`src/rtl/wb_arbiter.sv`:
```
// Writeback arbiter: per-unit FIFOs for ALU/LSU/MUL, round-robin granted into one registered CDB slot.
// Optional WB_ARB_LSU_PRIO_EN: a valid LSU head always wins; ALU and MUL round-robin between themselves.
module wb_arbiter #(
  parameter int DATA_W     = 32,
  parameter int TAG_W      = 5,
  parameter int FIFO_DEPTH = 2
) (
  input  logic              clk_i,
  input  logic              reset_i,
  input  logic              flush_i,
  input  logic              alu_wb_valid_i,
  input  logic [TAG_W-1:0]  alu_wb_tag_i,
  input  logic [DATA_W-1:0] alu_wb_data_i,
  output logic              alu_wb_ready_o,
  input  logic              lsu_wb_valid_i,
  input  logic [TAG_W-1:0]  lsu_wb_tag_i,
  input  logic [DATA_W-1:0] lsu_wb_data_i,
  output logic              lsu_wb_ready_o,
  input  logic              mul_wb_valid_i,
  input  logic [TAG_W-1:0]  mul_wb_tag_i,
  input  logic [DATA_W-1:0] mul_wb_data_i,
  output logic              mul_wb_ready_o,
  output logic              cdb_valid_o,
  output logic [TAG_W-1:0]  cdb_tag_o,
  output logic [DATA_W-1:0] cdb_data_o,
  output logic [1:0]        cdb_src_o,
  input  logic              cdb_ready_i,
  output logic              err_overflow_o
);

  localparam int PTR_W = $clog2(FIFO_DEPTH);
  localparam int CNT_W = PTR_W + 1;
  localparam int ENT_W = TAG_W + DATA_W;
  localparam logic [CNT_W-1:0] FULL_CNT = CNT_W'(FIFO_DEPTH);

  typedef enum logic [1:0] {SRC_ALU = 2'd0, SRC_LSU = 2'd1, SRC_MUL = 2'd2} src_e;

  logic [2:0]       wbValid, wbReady, push, pop, headValid;
  logic [ENT_W-1:0] wbEntry   [3];
  logic [ENT_W-1:0] headEntry [4];

  assign wbValid    = {mul_wb_valid_i, lsu_wb_valid_i, alu_wb_valid_i};
  assign wbEntry[0] = {alu_wb_tag_i, alu_wb_data_i};
  assign wbEntry[1] = {lsu_wb_tag_i, lsu_wb_data_i};
  assign wbEntry[2] = {mul_wb_tag_i, mul_wb_data_i};
  assign headEntry[3] = '0;

  assign alu_wb_ready_o = wbReady[0];
  assign lsu_wb_ready_o = wbReady[1];
  assign mul_wb_ready_o = wbReady[2];

  logic             cdbValid_q, cdbValid_d;
  logic [TAG_W-1:0] cdbTag_q, cdbTag_d;
  logic [DATA_W-1:0] cdbData_q, cdbData_d;
  logic [1:0]       cdbSrc_q, cdbSrc_d;
  logic             errOvf_q, errOvf_d;
  src_e             rrPtr_q, rrPtr_d;

  logic [3:0] eligible;
  src_e       winner, o0, o1, o2;
  logic       anyElig, slotFree, grant;

  for (genvar g = 0; g < 3; g++) begin : gSrc
    logic [ENT_W-1:0] mem_q [FIFO_DEPTH];
    logic [PTR_W-1:0] wrPtr_q, wrPtr_d, rdPtr_q, rdPtr_d;
    logic [CNT_W-1:0] count_q, count_d;

    // Ready comes only from the registered count, so a full FIFO cannot take a beat even while popping.
    assign wbReady[g]   = (count_q != FULL_CNT);
    assign headValid[g] = (count_q != '0);
    assign headEntry[g] = mem_q[rdPtr_q];
    assign push[g]      = wbValid[g] & wbReady[g] & ~flush_i;
    assign pop[g]       = grant & (winner == 2'(g));

    always_comb begin
      wrPtr_d = wrPtr_q;
      rdPtr_d = rdPtr_q;
      count_d = count_q;
      if (flush_i) begin
        wrPtr_d = '0;
        rdPtr_d = '0;
        count_d = '0;
      end else begin
        if (push[g]) wrPtr_d = wrPtr_q + PTR_W'(1);
        if (pop[g])  rdPtr_d = rdPtr_q + PTR_W'(1);
        case ({push[g], pop[g]})
          2'b10:   count_d = count_q + CNT_W'(1);
          2'b01:   count_d = count_q - CNT_W'(1);
          default: count_d = count_q;
        endcase
      end
    end

    always_ff @(posedge clk_i) begin
      if (push[g]) mem_q[wrPtr_q] <= wbEntry[g];
    end

    always_ff @(posedge clk_i or negedge reset_i) begin
      if (!reset_i) begin
        wrPtr_q <= '0;
        rdPtr_q <= '0;
        count_q <= '0;
      end else begin
        wrPtr_q <= wrPtr_d;
        rdPtr_q <= rdPtr_d;
        count_q <= count_d;
      end
    end
  end

  assign slotFree = ~cdbValid_q | cdb_ready_i;
  assign grant    = slotFree & anyElig & ~flush_i;

  always_comb begin
    eligible = {1'b0, headValid};
`ifdef WB_ARB_LSU_PRIO_EN
    if (headValid[SRC_LSU]) eligible = 4'b0010;
`endif
    case (rrPtr_q)
      SRC_ALU: begin o0 = SRC_LSU; o1 = SRC_MUL; o2 = SRC_ALU; end
      SRC_LSU: begin o0 = SRC_MUL; o1 = SRC_ALU; o2 = SRC_LSU; end
      default: begin o0 = SRC_ALU; o1 = SRC_LSU; o2 = SRC_MUL; end
    endcase
    winner  = o0;
    anyElig = 1'b1;
    if (eligible[o0])      winner = o0;
    else if (eligible[o1]) winner = o1;
    else if (eligible[o2]) winner = o2;
    else                   anyElig = 1'b0;
  end

  always_comb begin
    cdbValid_d = cdbValid_q;
    cdbTag_d   = cdbTag_q;
    cdbData_d  = cdbData_q;
    cdbSrc_d   = cdbSrc_q;
    rrPtr_d    = rrPtr_q;
    errOvf_d   = errOvf_q | (|(wbValid & ~wbReady));
    if (flush_i) begin
      cdbValid_d = 1'b0;
      rrPtr_d    = SRC_MUL;
      errOvf_d   = 1'b0;
    end else if (slotFree) begin
      if (anyElig) begin
        cdbValid_d             = 1'b1;
        {cdbTag_d, cdbData_d}  = headEntry[winner];
        cdbSrc_d               = winner;
`ifdef WB_ARB_LSU_PRIO_EN
        if (winner != SRC_LSU) rrPtr_d = winner;
`else
        rrPtr_d = winner;
`endif
      end else begin
        cdbValid_d = 1'b0;
      end
    end
  end

  always_ff @(posedge clk_i or negedge reset_i) begin
    if (!reset_i) begin
      cdbValid_q <= 1'b0;
      cdbTag_q   <= '0;
      cdbData_q  <= '0;
      cdbSrc_q   <= '0;
      errOvf_q   <= 1'b0;
      rrPtr_q    <= SRC_MUL;
    end else begin
      cdbValid_q <= cdbValid_d;
      cdbTag_q   <= cdbTag_d;
      cdbData_q  <= cdbData_d;
      cdbSrc_q   <= cdbSrc_d;
      errOvf_q   <= errOvf_d;
      rrPtr_q    <= rrPtr_d;
    end
  end

  assign cdb_valid_o    = cdbValid_q;
  assign cdb_tag_o      = cdbTag_q;
  assign cdb_data_o     = cdbData_q;
  assign cdb_src_o      = cdbSrc_q;
  assign err_overflow_o = errOvf_q;

endmodule
```
`config.mk`:
```
export PLATFORM = sky130hd
export DESIGN_NAME = wb_arbiter
export DESIGN_NICKNAME = d
export VERILOG_FILES = /design/src/rtl/wb_arbiter.sv
export SDC_FILE = /design/constraint.sdc
export NUM_CORES = 1
export LEC_CHECK = 0
export ABC_AREA = 0
export CAP_MARGIN = 40
export CORE_UTILIZATION = 35
export CTS_BUF_LIST = sky130_fd_sc_hd__clkbuf_4
export DETAILED_ROUTE_END_ITERATION = 10
export SLEW_MARGIN = 15
export SYNTH_ARGS = -nofsm -noshare
export SYNTH_HDL_FRONTEND = slang
export SYNTH_SLANG_ARGS = --single-unit
```
`constraint.sdc`:
```
create_clock -name clk_i -period 4.85 [get_ports clk_i]
set_input_delay 0.97 -clock clk_i [delete_from_list [all_inputs] [get_ports clk_i]]
set_output_delay 0.97 -clock clk_i [all_outputs]
set_load 0.02 [all_outputs]
```
==> results of run 1 <==
[registers in the layout, summed over array words and instances (netlist names)]
name,cells
err_overflow_o,1
gSrc.mem_q,222
gSrc.rdPtr_q,3
rrPtr_q,2
cdb_data_o,32
gSrc.wrPtr_q,3
cdb_tag_o,5
cdb_src_o,2
gSrc.count_q,6
cdb_valid_o,1
[synth_stat cells, types with 3 or more instances]
library cell / n / area share (%)
nand2_1: 11 / 0.38
o21ai_0: 8 / 0.37
xor2_1: 4 / 0.32
buf_2: 12 / 0.55
and3_1: 4 / 0.23
or3_1: 3 / 0.17
dfrtp_1: 54 / 12
nand3_1: 3 / 0.14
nor2b_1: 4 / 0.23
mux2i_1: 149 / 14
nor3_1: 40 / 1.8
clkbuf_1: 20 / 0.69
buf_12: 3 / 0.55
inv_1: 5 / 0.17
a21oi_1: 10 / 0.46
edfxtp_1: 222 / 61
buf_1: 3 / 0.10
a221o_1: 37 / 3.4
nor2_1: 17 / 0.58
or2_2: 3 / 0.17
[worst max-delay path: stages, from the launching register on]
cell and delay (ps):
dfrtp_1 480, inv_1 160, nand2_1 180, clkdlybuf4s50_1 640
[power by group through the flow]
stage / Combinational [uW] / Sequential (uW) / Clock [uW]
2_1_floorplan: 1500 / 3350 / 0
3_3_place_gp: 2390 / 3290 / 0
3_5_place_dp: 2470 / 3280 / 0
4_1_cts: 2470 / 3240 / 2120
5_1_grt: 2630 / 3280 / 2230
6_report: 2420 / 3240 / 2040
[layer usage]
layer  part of all wire [%]  vias up  wire length (um)
li1                       -     3007                 -
met1                     45     3109             11000
met2                     48      190             11500
met3                    5.2       47              1270
met4                    1.8        2               427
met5                  0.049        -                12
[metrics by stage]
stage / total power [uW] / setup WS (ps) / hold WS, ps / util, % / area [um^2]
finish: 7700 / 1780 / 396 / 45.6 / 14000
global route: 8140 / 1610 / 387 / 45.6 / 14000
CTS: 7830 / 1750 / 369 / 45.6 / 14000
detailed placement: 5750 / 1460 / 504 / 42.5 / 13000
global placement: 5680 / 1250 / 481 / 42.3 / 13000
floorplan: 4850 / 437 / 519 / - / 10900
[area by class of cell]
class	count	area [um^2]
Fill cell	2695	16700
Sequential cell	277	8050
Multi-Input combinational cell	322	2680
Timing Repair Buffer	179	1790
Clock buffer	108	811
Tap cell	396	495
Clock inverter	19	143
Inverter	5	18.8
Antenna cell	2	5.00
[cell usage in the layout, fill, tap and decap left out, types with 3 or more instances in the layout]
master and count:
edfxtp_1 222, clkdlybuf4s50_1 160, mux2i_1 149, clkbuf_4 108, dfrtp_1 51, nor3_1 39, a221o_1 37, buf_4 16
nor2_1 14, nand2_1 11, clkinv_1 11, a21oi_1 10, o21ai_0 8, inv_1 5, nor2b_1 4, xor2_1 4
nor2_4 3, nand3_1 3, or2_2 3, or3_1 3, clkinvlp_4 3, dfrtp_2 3
[logic make-up after synthesis]
kind of cell | after synthesis | share of synthesized area (%)
AND/OR/NAND/NOR | 95 | 4.41
AO/OA/AOI/OAI | 73 | 5.69
multiplexers | 149 | 13.6
flip-flops | 277 | 73.6
buffers and inverters | 45 | 2.27
XOR/XNOR | 5 | 0.401
[worst max path at each step]
| stage | start | end | slack, ps | cells after the start |
|---|---|---|---|---|
| after CTS | gSrc[0].count_q[0] | alu_wb_ready_o | 1750 | 3 |
| after floorplan | flush_i | gSrc[2].mem_q[1][0] | 440 | 2 |
| final | gSrc[0].count_q[0] | alu_wb_ready_o | 1780 | 3 |
| after detailed placement | flush_i | cdb_data_o[11] | 1460 | 6 |
| after global routing | gSrc[0].count_q[0] | alu_wb_ready_o | 1610 | 3 |
| after global placement | flush_i | cdb_data_o[16] | 1250 | 6 |
==> impl_results.md, run 1 <==
* Fin. max-slew vios at 0
* Via-per-instance ratio at 4.86
* R2R Setup Slk at 2150 ps
* EDFF count, synth at 222
* CP Launch Type: flip-flop
* CTS tree: done
* Busiest grt layer: met2
* CTS Buffer Depth at 3
* Root buf cell: clkbuf_4
* P&R area growth vs syn at 28.0%
* Die Y-Extent at 179 um
* Fin crit share at 63.4%
* Sw Pwr at 2480 uW
* Wire length per cell at 18.5 um
* Inst Count DP at 1179
* Synthesis Warnings at 0
* Cts hold-fix bufs at 0
* Die Wd at 179 um
* Comb power frac at 31.5%
* Antenna violations before repair at 2
* Critical path data required time at 3880 ps
* Vias in the first global route at 6696
* Worst ir drop on vdd at 0.000210 V
* Reg-to-reg startpoint: gSrc[0].count_q[1]
* Worst EP arrival at 2100 ps
* Leakage at 0.00477 uW
* CTS buffer count at 73
* RSZ-0062 raised after global routing: no
* 1st-iter DRT viols at 296
* Gr usage total at 15.7%
* P_int at 5220 uW
* FF-to-FF End: cdb_data_o[21]
* Post-CTS Setup Bufs at 0
* Post-synth top flop: edfxtp_1
* Pwr/cell area at 550 mW/mm^2
* Worst-Margin Slew at 787 ps
* Port buffer count at 161
* Std cell rows at 64
* Final WL at 24200 um
* Clock period minus worst slack at 3070 ps
* Met3 usage in global routing at 3.99%
* Worst-Skew Late Latency at 650 ps
* Sw Ratio at 32.3%
* Post_cts resized at 0
* First-pass GRT wire length at 36900 um
* Share of cells above drive strength 1 at 16.9%
* Post-route setup TNS at 0 ps
* Grt total ovfl at 0
* Clock network fraction of total power at 26.5%
* Status: completed
* FMAX at 325 MHz
* Detailed-route DRC error count at 0
* Non-Filler Instances at 1308
* Number of I/O pins at 162
* Clock transition at path regs at 60 ps
* Antenna viol nets, final at 0
* Cells on worst reg2reg path at 6
* Mapped Cells at 644
* Kind of end point of the critical path: primary output
* Nets at 976
* Final Hold Fails at 0
* Relative slew margins at 47.5%
* # clock sinks at 277
* Syn_area_per_cell at 17.0 um^2
* Via Count at 6355
* Yosys cell types at 45
* Sequential fraction of the synthesis area at 73.6%
* Critical path type: reg -> out
* Final setup fails at 0
* Full die area at 0.0319 mm^2
* Initial Util at 35.6%
* Post-synthesis net count at 762
* Crit-path max FO at 8
* Hold WC Path Type: in -> async
* DR pass1 iterations at 4
* Core Footprint at 0.0307 mm^2
* H-tree levels at 3
* Max_cap viols at 0
* Async S/R FF share, synth at 19.9%
* Met1 Use GR at 20.6%
* Routability cong. at 0.798
* Post-Syn Area at 0.0109 mm^2
* Sequential Power Share at 42.1%
* M2 GR Usage at 25.4%
* Skew final at 42.4 ps
* Post-DP HPWL at 15500 um
* Synth Register Bits at 277
* Largest net degree at the start of global routing at 56
No activity file was read; power rests on OpenSTA's default activity.
==> inputs of run 2 (changes only) <==
clock period = 2.5 ns   (was 4.85 ns; I/O delays follow)
==> impl_results.md, run 2 (same netlist as run 1, synthesis figures left out) <==
* Status: completed
* Critical path type: reg -> out
* Skew final at 31.0 ps
* Root buf cell: clkbuf_4
* CTS Buffer Depth at 3
* CTS buffer count at 74
* Max_cap viols at 0
* Antenna viol nets, final at 0
* FMAX at 434 MHz
* Via-per-instance ratio at 4.96
* Final WL at 26000 um
* Largest net degree at the start of global routing at 56
* Vias in the first global route at 6803
* Std cell rows at 64
* Grt total ovfl at 0
* Worst ir drop on vdd at 0.000577 V
* Clock transition at path regs at 70 ps
* Initial Util at 35.6%
* Worst-Margin Slew at 535 ps
* Worst EP arrival at 1800 ps
* Most frequent cells in the layout: edfxtp_1 (222), clkdlybuf4s50_1 (157), mux2i_1 (149)
* Via Count at 6582
* 1st-iter DRT viols at 400
* Gr usage total at 16.4%
* Die Wd at 179 um
* Final setup fails at 0
* Port buffer count at 161
* Crit-path max FO at 8
* Worst-Skew Late Latency at 650 ps
* Routability cong. at 0.793
* Detailed-route DRC error count at 0
* Nets at 989
* # clock sinks at 277
* Critical path data required time at 2000 ps
* Final Hold Fails at 0
* WL met3 at 1430 um
* H-tree levels at 3
* Max reg flops at 222
* Most common cell after layout, fill and taps aside: edfxtp_1
* CTS tree: done
* First-pass GRT wire length at 38300 um
* DR pass1 iterations at 5
* Post-DP HPWL at 16400 um
* Core Footprint at 0.0307 mm^2
* Post-CTS Setup Bufs at 0
* Fin crit share at 92.1%
* Largest reg by FF count: gSrc.mem_q
* Relative slew margins at 64.4%
* RSZ-0062 raised after global routing: no
* Number of I/O pins at 162
* Kind of end point of the critical path: primary output
* CP Launch Type: flip-flop
* Wire length per cell at 19.6 um
* Routed length on met2 at 12300 um
* Post-route setup TNS at 0 ps
* M1 WL at 11700 um
* Leakage at 0.00491 uW
* Die Y-Extent at 179 um
* Highest routed metal layer: met4
* Fin. max-slew vios at 0
* Pwr Total at 15300 uW
* Hold WC Path Type: in -> async
* Clock period minus worst slack at 2300 ps
* P&R area growth vs syn at 30.6%
* Share of cells above drive strength 1 at 18.6%
* Hold Slack at 205 ps
* Pwr/cell area at 1070 mW/mm^2
* Antenna violations before repair at 1
* Full die area at 0.0319 mm^2
==> run 2: changes by cell type in the layout (fill, tap and decap cells not counted), sizes merged, moves of 2 or more <==
| cell | delta |
|---|---|
| clkinvlp | -2 |
| dlygate4sd2 | +3 |
| clkbuf | +10 |
| inv | +3 |
| buf | +11 |
| clkdlybuf4s50 | -3 |
==> run 2: cell type report <==
cell class | count | area [um^2]
clock inverter | 18 | 98.8
clock buffer | 118 | 886
fill | 2696 | 16400
sequential | 277 | 8050
inverter | 5 | 18.8
multi-input combinational | 322 | 2700
tap | 396 | 495
timing repair buffer | 191 | 2030
antenna | 1 | 2.50
==> run 2: metal layers <==
layer  vias up  track usage (%)
met4         0             6.32
li1       3054                -
met2       218             26.3
met5         -                0
met3        52             4.01
met1      3258             21.5
==> run 2: final timing paths <==
path,startpoint,endpoint,slack (ps),cells after the start
max in group asynchronous,reset_i,rrPtr_q[1],1770,3
max reg2reg,gSrc[2].count_q[0],cdb_data_o[23],260,5
min in group clk_i,alu_wb_tag_i[1],gSrc[0].mem_q[0][33],430,1
min,reset_i,cdb_src_o[1],200,2
max,gSrc[0].count_q[0],alu_wb_ready_o,200,3
min reg2reg,cdb_data_o[22],cdb_data_o[22],520,1
==> run 2: report_power, final <==
group	internal (uW)	switching [uW]	leakage (uW)	total, uW
registers	5740	480	0.00272	6220
clock network	2250	1800	0.000593	4050
logic	2340	2670	0.00160	5010
==> run 2: what timing repair did <==
action	4_1_cts	5_1_grt
endpoints found under the hold margin	54	0
resized for setup	3	0
setup endpoints to repair	3	0
hold buffers	1	0
==> run 2: metrics by stage <==
stage | utilization [%] | setup slack [ps] | std cells | cell area, um^2
finish | 46.5 | 197 | 1328 | 14300
global route | 46.5 | 3.84 | 1328 | 14300
CTS | 46.4 | 115 | 1326 | 14200
detailed placement | 43.2 | 207 | 1189 | 13300
global placement | 43.2 | 211 | 1189 | 13300
floorplan | - | 120 | 644 | 11000
==> run 2: worst max-delay path, cell delays in order, from the launching register on <==
cell and delay (ps):
dfrtp_1 470, inv_1 140, nand2_1 190, dlygate4sd2_1 370
